`src/rtl/multicycle_main_fsm_pkg.sv`:
```
// Shared constants for the multicycle RV32I control path.
// This package holds the FSM state encodings and the RV32I major opcodes.
// It also holds the ALUOp and mux-select encodings, which the ALU decoder
// and the datapath use as well.
// ctrl_t is the Moore control word that multicycle_out_decode produces.
package multicycle_main_fsm_pkg;

    typedef enum logic [3:0] {
        S_FETCH    = 4'd0,
        S_DECODE   = 4'd1,
        S_MEMADR   = 4'd2,
        S_MEMREAD  = 4'd3,
        S_MEMWB    = 4'd4,
        S_MEMWRITE = 4'd5,
        S_EXECR    = 4'd6,
        S_EXECI    = 4'd7,
        S_JAL      = 4'd8,
        S_ALUWB    = 4'd9,
        S_BRANCH   = 4'd10,
        S_JALR     = 4'd11,
        S_ILLEGAL  = 4'd12
    } state_t;

    localparam logic [6:0] OP_LOAD   = 7'b0000011;
    localparam logic [6:0] OP_STORE  = 7'b0100011;
    localparam logic [6:0] OP_RTYPE  = 7'b0110011;
    localparam logic [6:0] OP_ITYPE  = 7'b0010011;
    localparam logic [6:0] OP_BRANCH = 7'b1100011;
    localparam logic [6:0] OP_JAL    = 7'b1101111;
    localparam logic [6:0] OP_JALR   = 7'b1100111;

    typedef enum logic [1:0] {
        ALU_OP_ADD    = 2'b00,
        ALU_OP_BRANCH = 2'b01,
        ALU_OP_FUNCT  = 2'b10
    } alu_op_t;

    typedef enum logic [1:0] {
        SRC_A_PC     = 2'b00,
        SRC_A_OLD_PC = 2'b01,
        SRC_A_RS1    = 2'b10
    } src_a_t;

    typedef enum logic [1:0] {
        SRC_B_RS2   = 2'b00,
        SRC_B_IMM   = 2'b01,
        SRC_B_FOUR  = 2'b10
    } src_b_t;

    typedef enum logic [1:0] {
        RES_ALU_OUT = 2'b00,
        RES_DATA    = 2'b01,
        RES_ALU     = 2'b10
    } result_src_t;

    // Raw per-state requests. The FSM qualifies them: wait_ready marks the
    // states whose ir_write/pc_update/instr_done must wait for mem_ready.
    typedef struct packed {
        alu_op_t     alu_op;
        src_a_t      alu_src_a;
        src_b_t      alu_src_b;
        result_src_t result_src;
        logic        adr_src;
        logic        ir_write;
        logic        pc_update;
        logic        branch;
        logic        reg_write;
        logic        mem_write;
        logic        instr_done;
        logic        wait_ready;
    } ctrl_t;

endpackage

```
`src/rtl/multicycle_main_fsm_if.sv`:
```
// Control bus between the main FSM and the datapath/ALU decoder.
//   opcode, funct3, zero, mem_ready : datapath -> FSM
//   alu_op, alu_src_a, alu_src_b, result_src, adr_src : selects, FSM -> datapath
//   ir_write, pc_write, reg_write, mem_write : write enables, FSM -> datapath
//   instr_done, illegal : status, FSM -> datapath
// The master modport is the FSM side; the slave modport is the datapath side.
interface multicycle_main_fsm_if;
    logic [6:0] opcode;
    logic [2:0] funct3;
    logic       zero;
    logic       mem_ready;
    logic [1:0] alu_op;
    logic [1:0] alu_src_a;
    logic [1:0] alu_src_b;
    logic [1:0] result_src;
    logic       adr_src;
    logic       ir_write;
    logic       pc_write;
    logic       reg_write;
    logic       mem_write;
    logic       instr_done;
    logic       illegal;

    modport master (
        input  opcode, funct3, zero, mem_ready,
        output alu_op, alu_src_a, alu_src_b, result_src, adr_src,
               ir_write, pc_write, reg_write, mem_write, instr_done, illegal
    );

    modport slave (
        output opcode, funct3, zero, mem_ready,
        input  alu_op, alu_src_a, alu_src_b, result_src, adr_src,
               ir_write, pc_write, reg_write, mem_write, instr_done, illegal
    );
endinterface

```
`src/rtl/multicycle_out_decode.sv`:
```
// Purely combinational map from the FSM state to the Moore control word.
//   state : current FSM state
//   ctrl  : selects plus the raw enable requests, before handshake gating
// Unused state encodings produce an all-zero word.
module multicycle_out_decode
    import multicycle_main_fsm_pkg::*;
(
    input  state_t state,
    output ctrl_t  ctrl
);
    always_comb begin
        ctrl = '0;
        case (state)
            S_FETCH: begin
                ctrl.alu_src_b  = SRC_B_FOUR;
                ctrl.result_src = RES_ALU;
                ctrl.ir_write   = 1'b1;
                ctrl.pc_update  = 1'b1;
                ctrl.wait_ready = 1'b1;
            end
            S_DECODE: begin
                ctrl.alu_src_a = SRC_A_OLD_PC;
                ctrl.alu_src_b = SRC_B_IMM;
            end
            S_MEMADR, S_JALR: begin
                ctrl.alu_src_a = SRC_A_RS1;
                ctrl.alu_src_b = SRC_B_IMM;
            end
            S_MEMREAD: begin
                ctrl.adr_src    = 1'b1;
                ctrl.wait_ready = 1'b1;
            end
            S_MEMWB: begin
                ctrl.result_src = RES_DATA;
                ctrl.reg_write  = 1'b1;
                ctrl.instr_done = 1'b1;
            end
            S_MEMWRITE: begin
                ctrl.adr_src    = 1'b1;
                ctrl.mem_write  = 1'b1;
                ctrl.instr_done = 1'b1;
                ctrl.wait_ready = 1'b1;
            end
            S_EXECR: begin
                ctrl.alu_src_a = SRC_A_RS1;
                ctrl.alu_op    = ALU_OP_FUNCT;
            end
            S_EXECI: begin
                ctrl.alu_src_a = SRC_A_RS1;
                ctrl.alu_src_b = SRC_B_IMM;
                ctrl.alu_op    = ALU_OP_FUNCT;
            end
            S_ALUWB: begin
                ctrl.reg_write  = 1'b1;
                ctrl.instr_done = 1'b1;
            end
            S_BRANCH: begin
                ctrl.alu_src_a  = SRC_A_RS1;
                ctrl.alu_op     = ALU_OP_BRANCH;
                ctrl.branch     = 1'b1;
                ctrl.instr_done = 1'b1;
            end
            S_JAL: begin
                ctrl.alu_src_a = SRC_A_OLD_PC;
                ctrl.alu_src_b = SRC_B_FOUR;
                ctrl.pc_update = 1'b1;
            end
            default: ;
        endcase
    end
endmodule

```
`src/rtl/multicycle_main_fsm.sv`:
```
// Main control FSM of the multicycle RV32I core.
//   clk : core clock, rising edge
//   rst : synchronous active-high reset
//   bus : control bus (master side). It carries opcode, funct3, zero and
//         mem_ready in, and the selects, write enables, instr_done and
//         illegal out.
// USE_MEM_READY = 0 treats mem_ready as constant 1.
module multicycle_main_fsm
    import multicycle_main_fsm_pkg::*;
#(
    parameter bit USE_MEM_READY = 1'b1
) (
    input logic                   clk,
    input logic                   rst,
    multicycle_main_fsm_if.master bus
);
    state_t state;
    state_t state_next;
    ctrl_t  ctrl;
    logic   illegal_q;
    logic   ready;
    logic   gate;
    logic   taken;
    logic   unused_funct3;

    assign ready = USE_MEM_READY ? bus.mem_ready : 1'b1;

    always_ff @(posedge clk) begin
        if (rst) begin
            state     <= S_FETCH;
            illegal_q <= 1'b0;
        end else begin
            state     <= state_next;
            illegal_q <= illegal_q | (state_next == S_ILLEGAL);
        end
    end

    always_comb begin
        state_next = state;
        case (state)
            S_FETCH:    if (ready) state_next = S_DECODE;
            S_DECODE: begin
                case (bus.opcode)
                    OP_LOAD, OP_STORE: state_next = S_MEMADR;
                    OP_RTYPE:          state_next = S_EXECR;
                    OP_ITYPE:          state_next = S_EXECI;
                    OP_BRANCH:         state_next = S_BRANCH;
                    OP_JAL:            state_next = S_JAL;
                    OP_JALR:           state_next = S_JALR;
                    default:           state_next = S_ILLEGAL;
                endcase
            end
            S_MEMADR:   state_next = bus.opcode[5] ? S_MEMWRITE : S_MEMREAD;
            S_MEMREAD:  if (ready) state_next = S_MEMWB;
            S_MEMWB:    state_next = S_FETCH;
            S_MEMWRITE: if (ready) state_next = S_FETCH;
            S_EXECR:    state_next = S_ALUWB;
            S_EXECI:    state_next = S_ALUWB;
            S_ALUWB:    state_next = S_FETCH;
            S_BRANCH:   state_next = S_FETCH;
            S_JALR:     state_next = S_JAL;
            S_JAL:      state_next = S_ALUWB;
            S_ILLEGAL:  state_next = S_ILLEGAL;
            default:    state_next = S_FETCH;
        endcase
    end

    multicycle_out_decode u_out_decode (
        .state (state),
        .ctrl  (ctrl)
    );

    // Only funct3[0] (bne vs beq) matters here.
    assign unused_funct3 = ^bus.funct3[2:1];
    assign taken = bus.funct3[0] ? ~bus.zero : bus.zero;
    assign gate  = ctrl.wait_ready ? ready : 1'b1;

    assign bus.alu_op     = ctrl.alu_op;
    assign bus.alu_src_a  = ctrl.alu_src_a;
    assign bus.alu_src_b  = ctrl.alu_src_b;
    assign bus.result_src = ctrl.result_src;
    assign bus.adr_src    = ctrl.adr_src;

    // Enables and status are forced low while rst is held, so a reset
    // in mid-instruction causes no further writes.
    assign bus.ir_write   = ~rst & ctrl.ir_write & gate;
    assign bus.pc_write   = ~rst & ((ctrl.pc_update & gate) | (ctrl.branch & taken));
    assign bus.reg_write  = ~rst & ctrl.reg_write;
    assign bus.mem_write  = ~rst & ctrl.mem_write;
    assign bus.instr_done = ~rst & ctrl.instr_done & gate;
    assign bus.illegal    = ~rst & illegal_q;
endmodule

```
`src/flat_wrapper.sv`:
```
// flat-port wrapper written by rule: the top's interface ports become plain ports
module multicycle_main_fsm_flat import multicycle_main_fsm_pkg::*;
#(
    parameter bit USE_MEM_READY = 1'b1
)
  (clk, rst, bus_opcode, bus_funct3, bus_zero, bus_mem_ready, bus_alu_op, bus_alu_src_a, bus_alu_src_b, bus_result_src, bus_adr_src, bus_ir_write, bus_pc_write, bus_reg_write, bus_mem_write, bus_instr_done, bus_illegal);
  multicycle_main_fsm_if bus_i ();
  input logic clk;
  input logic rst;
  input wire logic [$bits(bus_i.opcode)-1:0] bus_opcode;
  input wire logic [$bits(bus_i.funct3)-1:0] bus_funct3;
  input wire logic [$bits(bus_i.zero)-1:0] bus_zero;
  input wire logic [$bits(bus_i.mem_ready)-1:0] bus_mem_ready;
  output wire logic [$bits(bus_i.alu_op)-1:0] bus_alu_op;
  output wire logic [$bits(bus_i.alu_src_a)-1:0] bus_alu_src_a;
  output wire logic [$bits(bus_i.alu_src_b)-1:0] bus_alu_src_b;
  output wire logic [$bits(bus_i.result_src)-1:0] bus_result_src;
  output wire logic [$bits(bus_i.adr_src)-1:0] bus_adr_src;
  output wire logic [$bits(bus_i.ir_write)-1:0] bus_ir_write;
  output wire logic [$bits(bus_i.pc_write)-1:0] bus_pc_write;
  output wire logic [$bits(bus_i.reg_write)-1:0] bus_reg_write;
  output wire logic [$bits(bus_i.mem_write)-1:0] bus_mem_write;
  output wire logic [$bits(bus_i.instr_done)-1:0] bus_instr_done;
  output wire logic [$bits(bus_i.illegal)-1:0] bus_illegal;
  assign bus_i.opcode = bus_opcode;
  assign bus_i.funct3 = bus_funct3;
  assign bus_i.zero = bus_zero;
  assign bus_i.mem_ready = bus_mem_ready;
  assign bus_alu_op = bus_i.alu_op;
  assign bus_alu_src_a = bus_i.alu_src_a;
  assign bus_alu_src_b = bus_i.alu_src_b;
  assign bus_result_src = bus_i.result_src;
  assign bus_adr_src = bus_i.adr_src;
  assign bus_ir_write = bus_i.ir_write;
  assign bus_pc_write = bus_i.pc_write;
  assign bus_reg_write = bus_i.reg_write;
  assign bus_mem_write = bus_i.mem_write;
  assign bus_instr_done = bus_i.instr_done;
  assign bus_illegal = bus_i.illegal;
  multicycle_main_fsm #(.USE_MEM_READY(USE_MEM_READY)) u_core (.clk(clk), .rst(rst), .bus(bus_i));
endmodule
```
`config.mk`:
```
export PLATFORM = sky130hd
export DESIGN_NAME = multicycle_main_fsm_flat
export DESIGN_NICKNAME = d
export VERILOG_FILES = /design/src/rtl/multicycle_main_fsm_pkg.sv /design/src/rtl/multicycle_main_fsm_if.sv /design/src/rtl/multicycle_out_decode.sv /design/src/rtl/multicycle_main_fsm.sv /design/src/flat_wrapper.sv
export SDC_FILE = /design/constraint.sdc
export NUM_CORES = 1
export LEC_CHECK = 0
export ABC_AREA = 1
export CORE_AREA = 4 4 44 46
export DETAILED_ROUTE_END_ITERATION = 16
export DIE_AREA = 0 0 48 50
export PLACE_DENSITY = 0.78
export SLEW_MARGIN = 10
export SYNTH_ARGS = -nofsm -noshare
export SYNTH_HDL_FRONTEND = slang
export SYNTH_SLANG_ARGS = --single-unit
```
`constraint.sdc`:
```
create_clock -name clk -period 1.7 [get_ports clk]
set_input_delay 0.34 -clock clk [delete_from_list [all_inputs] [get_ports clk]]
set_output_delay 0.34 -clock clk [all_outputs]
set_load 0.01 [all_outputs]
```
==> impl_metrics.toml <==
[clock_tree]
clockRootBuffer = "clkbuf_4"
clk_latency_ns = 0.23
hold_buffers = 0
numCtsBuffers = 3
htreeDepth = 1
cts_tree = "yes"
clock-sinks = 5
clk_pin_slew_ns = 0.04
clock_path_buffers = 2

[timing]
rsz0062_at_grt = "true"
finalCritPeriodShare_pct = 101
fmax_mhz = 583
worst_pin_slew_ns = 0.242
final.min_clock_period_ns = 1.71
relSlewSlack_pct = 83.7
final_max_slew_viol_count = 0
setup_violations = 1
hold_violations = 0
fin_ws_ns = -0.0143
finalClockSkew_ns = 0.00300

[synth]
ys_warn_count = 0
synth.distinct_cells = 21
synth_area_per_cell_um2 = 5.02
synth_cells = 124
synthTopCellsByArea = "nand2_1 (25%), nor2_1 (16%), dfxtp_1 (16%)"
seq_area_frac_synth_pct = 16.1
synth_nets = 138
syn-cell-area_um2 = 623
synth_top_cell_area_share_pct = 24.7
synth_top_cell_by_area = "nand2_1"
synth-seq-cells = 5

[drt]
avgRoutedWirePerCell_um = 11.2
drtPass1Iterations = 4
drc = 0
drtIter0Drc = 22
drt-total-wl_um = 2180
antenna_left = 0
vias_per_cell = 4.76
vias = 928

[global_routing]
gr-total-overflow = 0
grt_pass1_wl_um = 3680
grt.total_usage_pct = 19.8
grt_max_degree = 7
antenna_found_initial = 0
grt_pass1_vias = 927

[worst_setup_path]
start_kind = "input port"
critPathRequiredTime_ns = 1.36
path_class = "input port to primary output"
critPathCaptureType = "primary output"
cp_slowest_cell = "clkdlybuf4s50_1"
timing.critical_path.arrival_ns = 1.37
r2r_slack_ns = 0.20
critical-path-max-stage-delay_ns = 0.48
critPathTopFamily = "buffers and inverters"
worst-path-stages = 5
critPathCapture = "bus_pc_write"
r2r_start = "u_core.state[2]"
rr_endpoint = "u_core.illegal_q"
r2r_cells = 11
crit_path_max_fanout = 1
startpoint = "bus_zero"
path_cells = "clkdlybuf4s50_1, xor2_1, nand2_1, a21oi_1, buf_2"
crit_buf_inv = 2

[hold_path]
hp-class = "register to register"

[power_and_ir_drop]
p_int_mw = 0.458
power.density_nw_per_um2 = 670
sequentialPowerShare_pct = 20.8
p_comb_share_pct = 62.1
clockPowerShare_pct = 17.1
power_leakage_nw = 0.659
switchingPower_mw = 0.300
p_sw_share_pct = 39.5
ir_worst_vdd_mv = 0.492

[placed_design]
dp_slack_ns = -0.429
place_area_um2 = 1080
port_buffers = 26
gp_congestion = 0.849
hpwl_um = 1850

[finish]
syn_to_final_growth_pct = 81.5
mostFrequentLayoutCells = "nand2_1 (39), buf_4 (25), nor2_1 (22), inv_1 (18), clkdlybuf4s50_1 (10)"
final_core_util_pct = 75.1
antenna_cells = 0
final_area_um2 = 1130
fin_nets = 194
drive_gt1_share_pct = 35.2
layout_commonest_cell = "nand2_1"
n_fill_cell = 120

[floorplan]
die-area_um2 = 2400
initial_utilization_pct = 41.4
dieHeight_um = 50
io-pin-count = 29
core_um2 = 1510
row_count = 14
die_w_um = 48

[status]
violations = "negative setup slack"
status = "finished, violations left"

[flow_run]
max_cap_viol_count = 0
## area by class of cell
| class | instances | area, µm² | share of cell area (%) |
|---|---|---|---|
| tap | 16 | 20.0 | 1.77 |
| inverter | 22 | 92.6 | 8.19 |
| timing repair buffer | 53 | 420 | 37.2 |
| multi-input combinational | 95 | 459 | 40.6 |
| clock buffer | 4 | 26.3 | 2.32 |
| sequential | 5 | 113 | 9.96 |
## kinds of logic (layout without fill, tap and decap cells)
kind of cell | count (synthesis) | after routing | share of synthesized area [%]
buffers and inverters | 24 | 79 | 17.1
AO/OA/AOI/OAI | 10 | 10 | 9.04
AND/OR/NAND/NOR | 84 | 84 | 56.4
flip-flops | 5 | 5 | 16.1
XOR/XNOR | 1 | 1 | 1.41
## how the worst min path moves through the flow
stage,startpoint,to,slack (ns),cells past startpoint
after CTS,u_core.illegal_q,u_core.illegal_q,0.56,3
after floorplan,u_core.illegal_q,u_core.illegal_q,0.42,2
final,u_core.illegal_q,u_core.illegal_q,0.55,3
after global routing,u_core.illegal_q,u_core.illegal_q,0.62,3
after detailed placement,u_core.illegal_q,u_core.illegal_q,0.55,3
after global placement,u_core.illegal_q,u_core.illegal_q,0.54,3
## cell usage after synthesis, drive strengths merged
cell / count
buf: 2
a21oi: 3
nand4: 1
nand3: 9
a31oi: 1
nor3: 2
o21ai: 5
o22ai: 1
nand2: 44
nor2: 28
dfxtp: 5
inv: 21
clkinv: 1
xor2: 1
## routing by layer
layer	up-vias	GRT usage [%]	wire length, µm
met3	4	1.09	86
met5	-	0	0
li1	489	-	-
met1	414	25.5	929
met2	21	33.9	1140
met4	0	4.93	29
## stage by stage
step,instances,power (mW),hold slack (ns),setup TNS [ns]
floorplan,124,0.345,0.421,0
global placement,190,0.600,0.537,-2.03
detailed placement,190,0.614,0.551,-2.34
CTS,194,0.732,0.558,-0.110
global route,195,0.826,0.618,-0.166
finish,195,0.758,0.552,-0.0143
## flip-flops by register name, indices dropped and copies added (netlist names)
name / cells
u_core.state: 4
u_core.illegal_q: 1
## power groups by stage
stage | Combinational [mW] | Clock, mW | Sequential [mW]
2_1_floorplan | 0.198 | 0 | 0.147
6_report | 0.471 | 0.130 | 0.158
4_1_cts | 0.442 | 0.136 | 0.154
3_3_place_gp | 0.449 | 0 | 0.151
5_1_grt | 0.509 | 0.157 | 0.160
3_5_place_dp | 0.462 | 0 | 0.152
## worst register-to-register path, cell delays in order (launching register included)
cell and delay (ns):
dfxtp_4 0.35, buf_4 0.15, nand2_1 0.11, buf_4 0.13, nor2_1 0.04, buf_4 0.12
nor2_1 0.09, nand2_1 0.06, nor2_1 0.15, nor2_1 0.07, nand3_1 0.07, nand2_1 0.05
## repair_timing
| item | CTS | global route |
|---|---|---|
| setup endpoints to repair | 15 | 11 |
| endpoints found under the hold margin | 0 | 0 |
| setup buffers | 0 | 1 |
| pin swaps | 1 | 1 |
| gates resized for setup | 46 | 21 |
No activity file was read; power rests on OpenSTA's default activity.
